<file path="config.mk">
export PLATFORM = sky130hd
export DESIGN_NAME = regfile_np_flat
export DESIGN_NICKNAME = d
export VERILOG_FILES = /design/src/rtl/regfile_np_if.sv /design/src/rtl/regfile_np.sv /design/src/flat_wrapper.sv
export SDC_FILE = /design/constraint.sdc
export NUM_CORES = 1
export LEC_CHECK = 0
export CORE_ASPECT_RATIO = 0.8
export CORE_MARGIN = 4
export CORE_UTILIZATION = 32
export CTS_CLUSTER_SIZE = 20
export DETAILED_ROUTE_END_ITERATION = 8
export HOLD_SLACK_MARGIN = 0.06
export PLACE_DENSITY_LB_ADDON = 0.12
export SLEW_MARGIN = 0
export SYNTH_ARGS = -nofsm -noshare
export SYNTH_HDL_FRONTEND = slang
export SYNTH_SLANG_ARGS = --single-unit
</file>
<file path="constraint.sdc">
create_clock -name clk -period 3.1 [get_ports clk]
set_input_delay 0.775 -clock clk [delete_from_list [all_inputs] [get_ports clk]]
set_output_delay 0.775 -clock clk [all_outputs]
set_load 0.01 [all_outputs]
</file>
<file path="src/rtl/regfile_np_if.sv">
// Bus bundle between the control unit (master) and the register file (slave).
// Carries the write port, both read ports and the clear-sequencer handshake.
interface regfile_np_if #(
    parameter int DATA_WIDTH = 8,
    parameter int ADDR_W     = 2
);
    logic                  wr_en;
    logic [ADDR_W-1:0]     wr_addr;
    logic [DATA_WIDTH-1:0] wr_data;
    logic [ADDR_W-1:0]     rd1_addr;
    logic [DATA_WIDTH-1:0] rd1_data;
    logic [ADDR_W-1:0]     rd2_addr;
    logic [DATA_WIDTH-1:0] rd2_data;
    logic                  clr_req;
    logic                  clr_busy;
    logic                  clr_done;
    logic                  wr_drop;

    modport master (
        output wr_en, wr_addr, wr_data, rd1_addr, rd2_addr, clr_req,
        input  rd1_data, rd2_data, clr_busy, clr_done, wr_drop
    );

    modport slave (
        input  wr_en, wr_addr, wr_data, rd1_addr, rd2_addr, clr_req,
        output rd1_data, rd2_data, clr_busy, clr_done, wr_drop
    );
endinterface

</file>
<file path="src/rtl/regfile_np.sv">
// Register file: two combinational read ports, one negedge write port, clear sequencer.
// Optional REGFILE_BYPASS_EN forwards an accepted write to matching read ports in the same cycle.
module regfile_np #(
    parameter int DATA_WIDTH = 8,
    parameter int NUM_REGS   = 4,
    parameter bit ZERO_REG   = 1'b0
) (
    input logic         clk,
    input logic         rst_n,
    regfile_np_if.slave bus
);

    localparam int ADDR_W = $clog2(NUM_REGS);
    localparam logic [ADDR_W-1:0] LAST_IDX = ADDR_W'(NUM_REGS - 1);

    typedef enum logic [1:0] {
        ST_IDLE,
        ST_CLEAR,
        ST_DONE
    } state_e;

    state_e                state_q;
    logic [ADDR_W-1:0]     cnt_q;
    logic                  clr_busy_q;
    logic                  clr_done_q;
    logic                  wr_drop_q;

    logic [DATA_WIDTH-1:0] regs_q [NUM_REGS];
    logic [DATA_WIDTH-1:0] regs_d [NUM_REGS];

    logic                  wr_to_zero;
    logic                  wr_accept;
    logic [ADDR_W-1:0]     rd_addr [2];
    logic [DATA_WIDTH-1:0] rd_data [2];

    // A write to the hard-wired zero register is swallowed silently, not reported as a drop.
    assign wr_to_zero = ZERO_REG && (bus.wr_addr == '0);
    assign wr_accept  = (state_q == ST_IDLE) && bus.wr_en && !wr_to_zero;

    // Storage next-state: at most one write and one clear target per edge; the
    // two never coincide because writes are only accepted in IDLE.
    always_comb begin
        // NOTE: every output of a combinational block gets a default first, so no path leaves it unassigned and no latch is inferred.
        for (int i = 0; i < NUM_REGS; i++) begin
            regs_d[i] = regs_q[i];
        end
        if (wr_accept) begin
            regs_d[bus.wr_addr] = bus.wr_data;
        end
        if (state_q == ST_CLEAR) begin
            regs_d[cnt_q] = '0;
        end
    end

    always_ff @(negedge clk or negedge rst_n) begin
        if (!rst_n) begin
            // NOTE: the array is small and must read zero straight out of reset, so it is reset like any other flop rather than left as an uninitialised RAM.
            for (int i = 0; i < NUM_REGS; i++) begin
                regs_q[i] <= '0;
            end
        end else begin
            // NOTE: sequential state uses non-blocking assignment so every flop samples pre-edge values regardless of statement order.
            regs_q <= regs_d;
        end
    end

    // Clear sequencer: IDLE -> CLEAR (NUM_REGS cycles, one register per edge) -> DONE (one cycle) -> IDLE.
    always_ff @(negedge clk or negedge rst_n) begin
        if (!rst_n) begin
            state_q    <= ST_IDLE;
            cnt_q      <= '0;
            clr_busy_q <= 1'b0;
            clr_done_q <= 1'b0;
            wr_drop_q  <= 1'b0;
        end else begin
            wr_drop_q  <= bus.wr_en && (state_q != ST_IDLE);
            clr_done_q <= 1'b0;
            unique case (state_q)
                ST_IDLE: begin
                    if (bus.clr_req) begin
                        state_q    <= ST_CLEAR;
                        cnt_q      <= '0;
                        clr_busy_q <= 1'b1;
                    end
                end
                ST_CLEAR: begin
                    if (cnt_q == LAST_IDX) begin
                        state_q    <= ST_DONE;
                        cnt_q      <= '0;
                        clr_busy_q <= 1'b0;
                        clr_done_q <= 1'b1;
                    end else begin
                        cnt_q <= cnt_q + 1'b1;
                    end
                end
                ST_DONE: begin
                    state_q <= ST_IDLE;
                end
                default: begin
                    state_q    <= ST_IDLE;
                    cnt_q      <= '0;
                    clr_busy_q <= 1'b0;
                end
            endcase
        end
    end

    assign rd_addr[0] = bus.rd1_addr;
    assign rd_addr[1] = bus.rd2_addr;

    always_comb begin
        for (int p = 0; p < 2; p++) begin
            rd_data[p] = regs_q[rd_addr[p]];
`ifdef REGFILE_BYPASS_EN
            if (wr_accept && (rd_addr[p] == bus.wr_addr)) begin
                rd_data[p] = bus.wr_data;
            end
`endif
            if (ZERO_REG && (rd_addr[p] == '0)) begin
                rd_data[p] = '0;
            end
        end
    end

    assign bus.rd1_data = rd_data[0];
    assign bus.rd2_data = rd_data[1];
    assign bus.clr_busy = clr_busy_q;
    assign bus.clr_done = clr_done_q;
    assign bus.wr_drop  = wr_drop_q;

endmodule

</file>
<file path="src/flat_wrapper.sv">
// flat-port wrapper written by rule: the top's interface ports become plain ports
module regfile_np_flat 
#(
    parameter int DATA_WIDTH = 8,
    parameter int NUM_REGS   = 4,
    parameter bit ZERO_REG   = 1'b0
)
  (clk, rst_n, bus_wr_en, bus_wr_addr, bus_wr_data, bus_rd1_addr, bus_rd2_addr, bus_clr_req, bus_rd1_data, bus_rd2_data, bus_clr_busy, bus_clr_done, bus_wr_drop);
  regfile_np_if #(.DATA_WIDTH(DATA_WIDTH), .ADDR_W((2))) bus_i ();
  input logic clk;
  input logic rst_n;
  input wire logic [$bits(bus_i.wr_en)-1:0] bus_wr_en;
  input wire logic [$bits(bus_i.wr_addr)-1:0] bus_wr_addr;
  input wire logic [$bits(bus_i.wr_data)-1:0] bus_wr_data;
  input wire logic [$bits(bus_i.rd1_addr)-1:0] bus_rd1_addr;
  input wire logic [$bits(bus_i.rd2_addr)-1:0] bus_rd2_addr;
  input wire logic [$bits(bus_i.clr_req)-1:0] bus_clr_req;
  output wire logic [$bits(bus_i.rd1_data)-1:0] bus_rd1_data;
  output wire logic [$bits(bus_i.rd2_data)-1:0] bus_rd2_data;
  output wire logic [$bits(bus_i.clr_busy)-1:0] bus_clr_busy;
  output wire logic [$bits(bus_i.clr_done)-1:0] bus_clr_done;
  output wire logic [$bits(bus_i.wr_drop)-1:0] bus_wr_drop;
  assign bus_i.wr_en = bus_wr_en;
  assign bus_i.wr_addr = bus_wr_addr;
  assign bus_i.wr_data = bus_wr_data;
  assign bus_i.rd1_addr = bus_rd1_addr;
  assign bus_i.rd2_addr = bus_rd2_addr;
  assign bus_i.clr_req = bus_clr_req;
  assign bus_rd1_data = bus_i.rd1_data;
  assign bus_rd2_data = bus_i.rd2_data;
  assign bus_clr_busy = bus_i.clr_busy;
  assign bus_clr_done = bus_i.clr_done;
  assign bus_wr_drop = bus_i.wr_drop;
  regfile_np #(.DATA_WIDTH(DATA_WIDTH), .NUM_REGS(NUM_REGS), .ZERO_REG(ZERO_REG)) u_core (.clk(clk), .rst_n(rst_n), .bus(bus_i));
endmodule
</file>
# After elaboration in Yosys (flattened, before gate mapping)
# Cells that the tools add are included.
# totals
regBits	39
input_bits	18
output_inout_bits	19
wordCells	61
# classes
n_addsub	1
n_lt_le_gt_ge	6
eq_ne	5
mux	24
bitwise	7
reduce_logical	9
# ops
op	count
32-bit two-way mux	2
8-bit two-way mux	6
32-bit AND	1
8-bit binary-select mux with 2-bit select	2
32-bit bitwise mux	1
8-bit demux with 2-bit select	2
32-bit NOT	1
3-bit greater-or-equal comparator (second input constant)	4
2-bit NOT with 3-bit output	4
2-bit two-way mux	4
3-bit by 1-bit less-than comparator with 1-bit output (second input constant)	2
2-bit case mux with 3 select lines	1
2-bit equality test (second input constant)	2
1-bit logical AND	4
1-bit two-way mux	4
2-bit inequality test (second input constant)	2
2-bit case mux with 2 select lines	1
2-bit AND reduction	2
1-bit case mux with 3 select lines	1
3-bit AND reduction	1
2-bit by 1-bit adder with 2-bit output (second input constant)	1
2-bit by 1-bit equality test with 1-bit output (second input constant)	1
2-bit logical NOT	1
2-bit nonzero test	1
1-bit NOT	1

# Longest topological paths before layout
# Gate-level depths: netlist of run 1.
# depth
word_depth	9
ltp_mapped	5
ltp_nobuf	5

==> summary.json, run 1 <==
{
  "hold_ws": {"value": 0.492, "unit": "ns"},
  "crit_family": {"value": "multiplexers"},
  "worst_path_max_delay_cell": {"value": "sky130_fd_sc_hd__mux4_2"},
  "layout.filler_cells": {"value": 617},
  "worst_setup_hold_path_clk_slew": {"value": 0.05, "unit": "ns"},
  "layout.cells.most_common": {"value": "sky130_fd_sc_hd__buf_4"},
  "max-clock-path-buffers": {"value": 2},
  "worst-slew-pin-transition": {"value": 0.605, "unit": "ns"},
  "crit_path_max_incr_delay": {"value": 0.51, "unit": "ns"},
  "max-slew-margin-rel": {"value": 59.5, "unit": "%"},
  "min_to": {"value": "u_core.regs_q[8]$_DFF_NN0_"},
  "num_io_pins": {"value": 37},
  "route.detailed.wl_per_inst": {"value": 17.8, "unit": "µm"},
  "ys_top_cells_by_area": {"value": "sky130_fd_sc_hd__dfrtn_1 44%, sky130_fd_sc_hd__mux4_2 16%, sky130_fd_sc_hd__o211ai_1 4.8%"},
  "maxCapViolCount": {"value": 0},
  "static-leakage-power": {"value": 1.43, "unit": "nW"},
  "violated_checks": {"value": "negative setup slack"},
  "global_route_wire_length_before_repair": {"value": 10.1, "unit": "mm"},
  "final_max_slew_viol_count": {"value": 0},
  "antenna_cells_inserted": {"value": 0},
  "dieArea": {"value": 8300, "unit": "µm²"},
  "hold_depth": {"value": 2},
  "timing.critical_path.required": {"value": 2.32, "unit": "ns"},
  "instances_no_fill": {"value": 356},
  "tns": {"value": -8.50, "unit": "ns"},
  "cts_max_level": {"value": 2},
  "worst-setup-path-type": {"value": "reg2out"},
  "timing.critical_path.cells": {"value": "mux4_2 -> buf_6"},
  "endpoint_kind": {"value": "output pin"},
  "outcome": {"value": "complete, but fails checks"},
  "cts_tree": {"value": "yes"},
  "drt-vias-per-instance": {"value": 5.02},
  "dp_hpwl": {"value": 4.24, "unit": "mm"},
  "crit_path_start_kind": {"value": "flop"},
  "r2r-start": {"value": "u_core.state_q[0]$_DFFE_NN0P_"},
  "core-area": {"value": 6540, "unit": "µm²"},
  "num_clock_sinks": {"value": 39},
  "final_core_util": {"value": 48.1, "unit": "%"},
  "number_of_flip_flops_and_latches_in_the_synthesized_netlist": {"value": 39},
  "number_of_antenna_violations_at_the_first_check_in_global_routing": {"value": 0},
  "holdCritStartpoint": {"value": "u_core.regs_q[8]$_DFF_NN0_"},
  "worst-r2r-setup-slack": {"value": 1.30, "unit": "ns"},
  "hold_violations": {"value": 0},
  "area.growth.synth_to_final": {"value": 42.5, "unit": "%"},
  "cp_data_arrival_time": {"value": 2.85, "unit": "ns"},
  "postCtsHoldBufs": {"value": 0},
  "place.detailed.instances": {"value": 338},
  "setup_violators_final": {"value": 27},
  "drt-initial-drc-count": {"value": 117},
  "critical_path_peak_fanout": {"value": 3},
  "dpl_ws": {"value": -0.796, "unit": "ns"},
  "clock-skew-final": {"value": 0.00210, "unit": "ns"},
  "min_path_type": {"value": "reg2reg"},
  "rows": {"value": 26},
  "mostFrequentLayoutCells": {"value": "44 x sky130_fd_sc_hd__buf_4, 39 x sky130_fd_sc_hd__dfrtn_1, 16 x sky130_fd_sc_hd__nand2_1, 16 x sky130_fd_sc_hd__mux4_2"},
  "final_net_count": {"value": 295},
  "port-buffer-count": {"value": 36},
  "critPathBufInv": {"value": 1},
  "peakVddDrop": {"value": 279, "unit": "µV"},
  "syn_nets": {"value": 216},
  "wl": {"value": 6.34, "unit": "mm"},
  "global_route.overflow_total": {"value": 0},
  "netlist.top_cell.by_area": {"value": "sky130_fd_sc_hd__dfrtn_1"},
  "rr_worst_depth": {"value": 3},
  "drtPass1Iterations": {"value": 4},
  "minimum_setup_slack_in_the_final_design": {"value": -0.529, "unit": "ns"},
  "mappedNetlistArea": {"value": 2210, "unit": "µm²"},
  "syn_inst": {"value": 194},
  "final_antenna_net_count": {"value": 0},
  "via_count": {"value": 1788},
  "insertion_delay": {"value": 0.29, "unit": "ns"},
  "die_y": {"value": 82.3, "unit": "µm"},
  "die_w": {"value": 101, "unit": "µm"},
  "synth.avg_cell_area": {"value": 11.4, "unit": "µm²"},
  "grtUsageTotal": {"value": 16.4, "unit": "%"},
  "ctsRootBufferMaster": {"value": "sky130_fd_sc_hd__clkbuf_8"},
  "synth_top_cell_area_share": {"value": 44.2, "unit": "%"},
  "cellPowerDensity": {"value": 755, "unit": "nW/µm²"},
  "cts_inserted_buffers": {"value": 5},
  "setup_repair_after_global_routing_missed_its_margin": {"value": "yes"},
  "synth.yosys.seq_area_share": {"value": 44.2, "unit": "%"},
  "grt_start_max_net_pins": {"value": 40},
  "initial_standard_cell_utilization_of_the_core": {"value": 33.8, "unit": "%"},
  "r2r_end": {"value": "u_core.regs_q[3]$_DFF_NN0_"},
  "synth-warning-count": {"value": 0},
  "number_of_distinct_library_cells_after_synthesis": {"value": 28},
  "post_route_cells_drive_above_1_share": {"value": 42.6, "unit": "%"},
  "place_congestion": {"value": 0.722},
  "drc_errors": {"value": 0},
  "grt_pass1_vias": {"value": 1837}
}
-- sequential cells by signal (all words and copies together) (netlist names) --
name                 count
u_core.state_q           2
u_core.bus.clr_busy      1
u_core.bus.wr_drop       1
u_core.regs_q           32
u_core.bus.clr_done      1
u_core.cnt_q             2
-- through the flow --
step                power [mW]  area (µm²)
floorplan                 1.46        2250
global placement          1.99        2970
detailed placement        2.00        2970
CTS                       2.32        3030
global route              2.55        3150
finish                    2.38        3150
-- final cells by class --
class	count	area (µm²)	area share, %
Inverter	15	56.3	1.79
Timing Repair Buffer	90	805	25.6
Multi-Input combinational cell	122	1130	36.0
Clock buffer	6	72.6	2.31
Tap cell	84	105	3.34
Sequential cell	39	976	31.0
-- power by group --
part,internal (mW),switching [mW]
combinational,0.667,0.476
clock,0.150,0.173
sequential,0.727,0.182
-- worst max-delay path by stage --
stage | from | to | slack (ns) | cells after the start
after floorplan | bus_wr_addr[1] | u_core.regs_q[29]$_DFF_NN0_ | -0.34 | 5
after global placement | bus_wr_en | u_core.regs_q[26]$_DFF_NN0_ | -0.77 | 4
after detailed placement | bus_wr_en | u_core.regs_q[31]$_DFF_NN0_ | -0.80 | 4
after CTS | u_core.regs_q[6]$_DFF_NN0_ | bus_rd2_data[6] | -0.53 | 2
after global routing | u_core.regs_q[6]$_DFF_NN0_ | bus_rd2_data[6] | -0.56 | 2
final | u_core.regs_q[6]$_DFF_NN0_ | bus_rd2_data[6] | -0.53 | 2
-- routing by layer --
metal | part of all wire [%] | global-route usage, % | up-vias
met5 | 0 | 0 | -
met4 | 0.66 | 3.63 | 0
met3 | 3.9 | 3.44 | 5
met2 | 47 | 26.5 | 33
met1 | 48 | 22.8 | 869
li1 | - | - | 881
-- cell usage after synthesis, drive strengths merged --
cell,count
a21oi,3
a22o,2
and2,2
and4bb,1
buf,9
clkbuf,10
dfrtn,39
ha,4
inv,15
mux4,16
nand2,16
nand3,15
nand3b,4
nand4,1
nand4bb,1
nor2,2
nor2b,2
nor4b,1
o211ai,16
o21a,1
o21ai,16
o22ai,1
o31ai,16
or4b,1
-- kinds of logic (layout without fill, tap and decap cells) --
| logic type | Yosys count | after routing | share of synthesized area, % |
|---|---|---|---|
| AO/OA/AOI/OAI | 55 | 55 | 18.9 |
| adder cells (fa/ha/maj) | 4 | 4 | 2.27 |
| buffers and inverters | 34 | 111 | 6.52 |
| flip-flops | 39 | 39 | 44.2 |
| multiplexers | 16 | 16 | 16.3 |
| AND/OR/NAND/NOR | 46 | 47 | 11.8 |
-- what timing repair did --
item / in CTS / in global routing
resized for setup: 95 / 15
endpoints found under the setup margin: 51 / 39
setup buffers: 5 / 6
pin swaps: 2 / 5
gates cloned: 1 / 0
-- worst min-delay path, delay by kind of cell (launching register included) --
family,cells,cell delay [ns]
flip-flops,1,0.42
AO/OA/AOI/OAI,2,0.15
Note: power is estimated with default switching activity, not from simulation.
==> run 2: changes to the inputs <==
- CTS_CLUSTER_SIZE: 20 -> 16
==> results of run 2 <==
Final layout, timing and power as in run 1 (identical DEF).
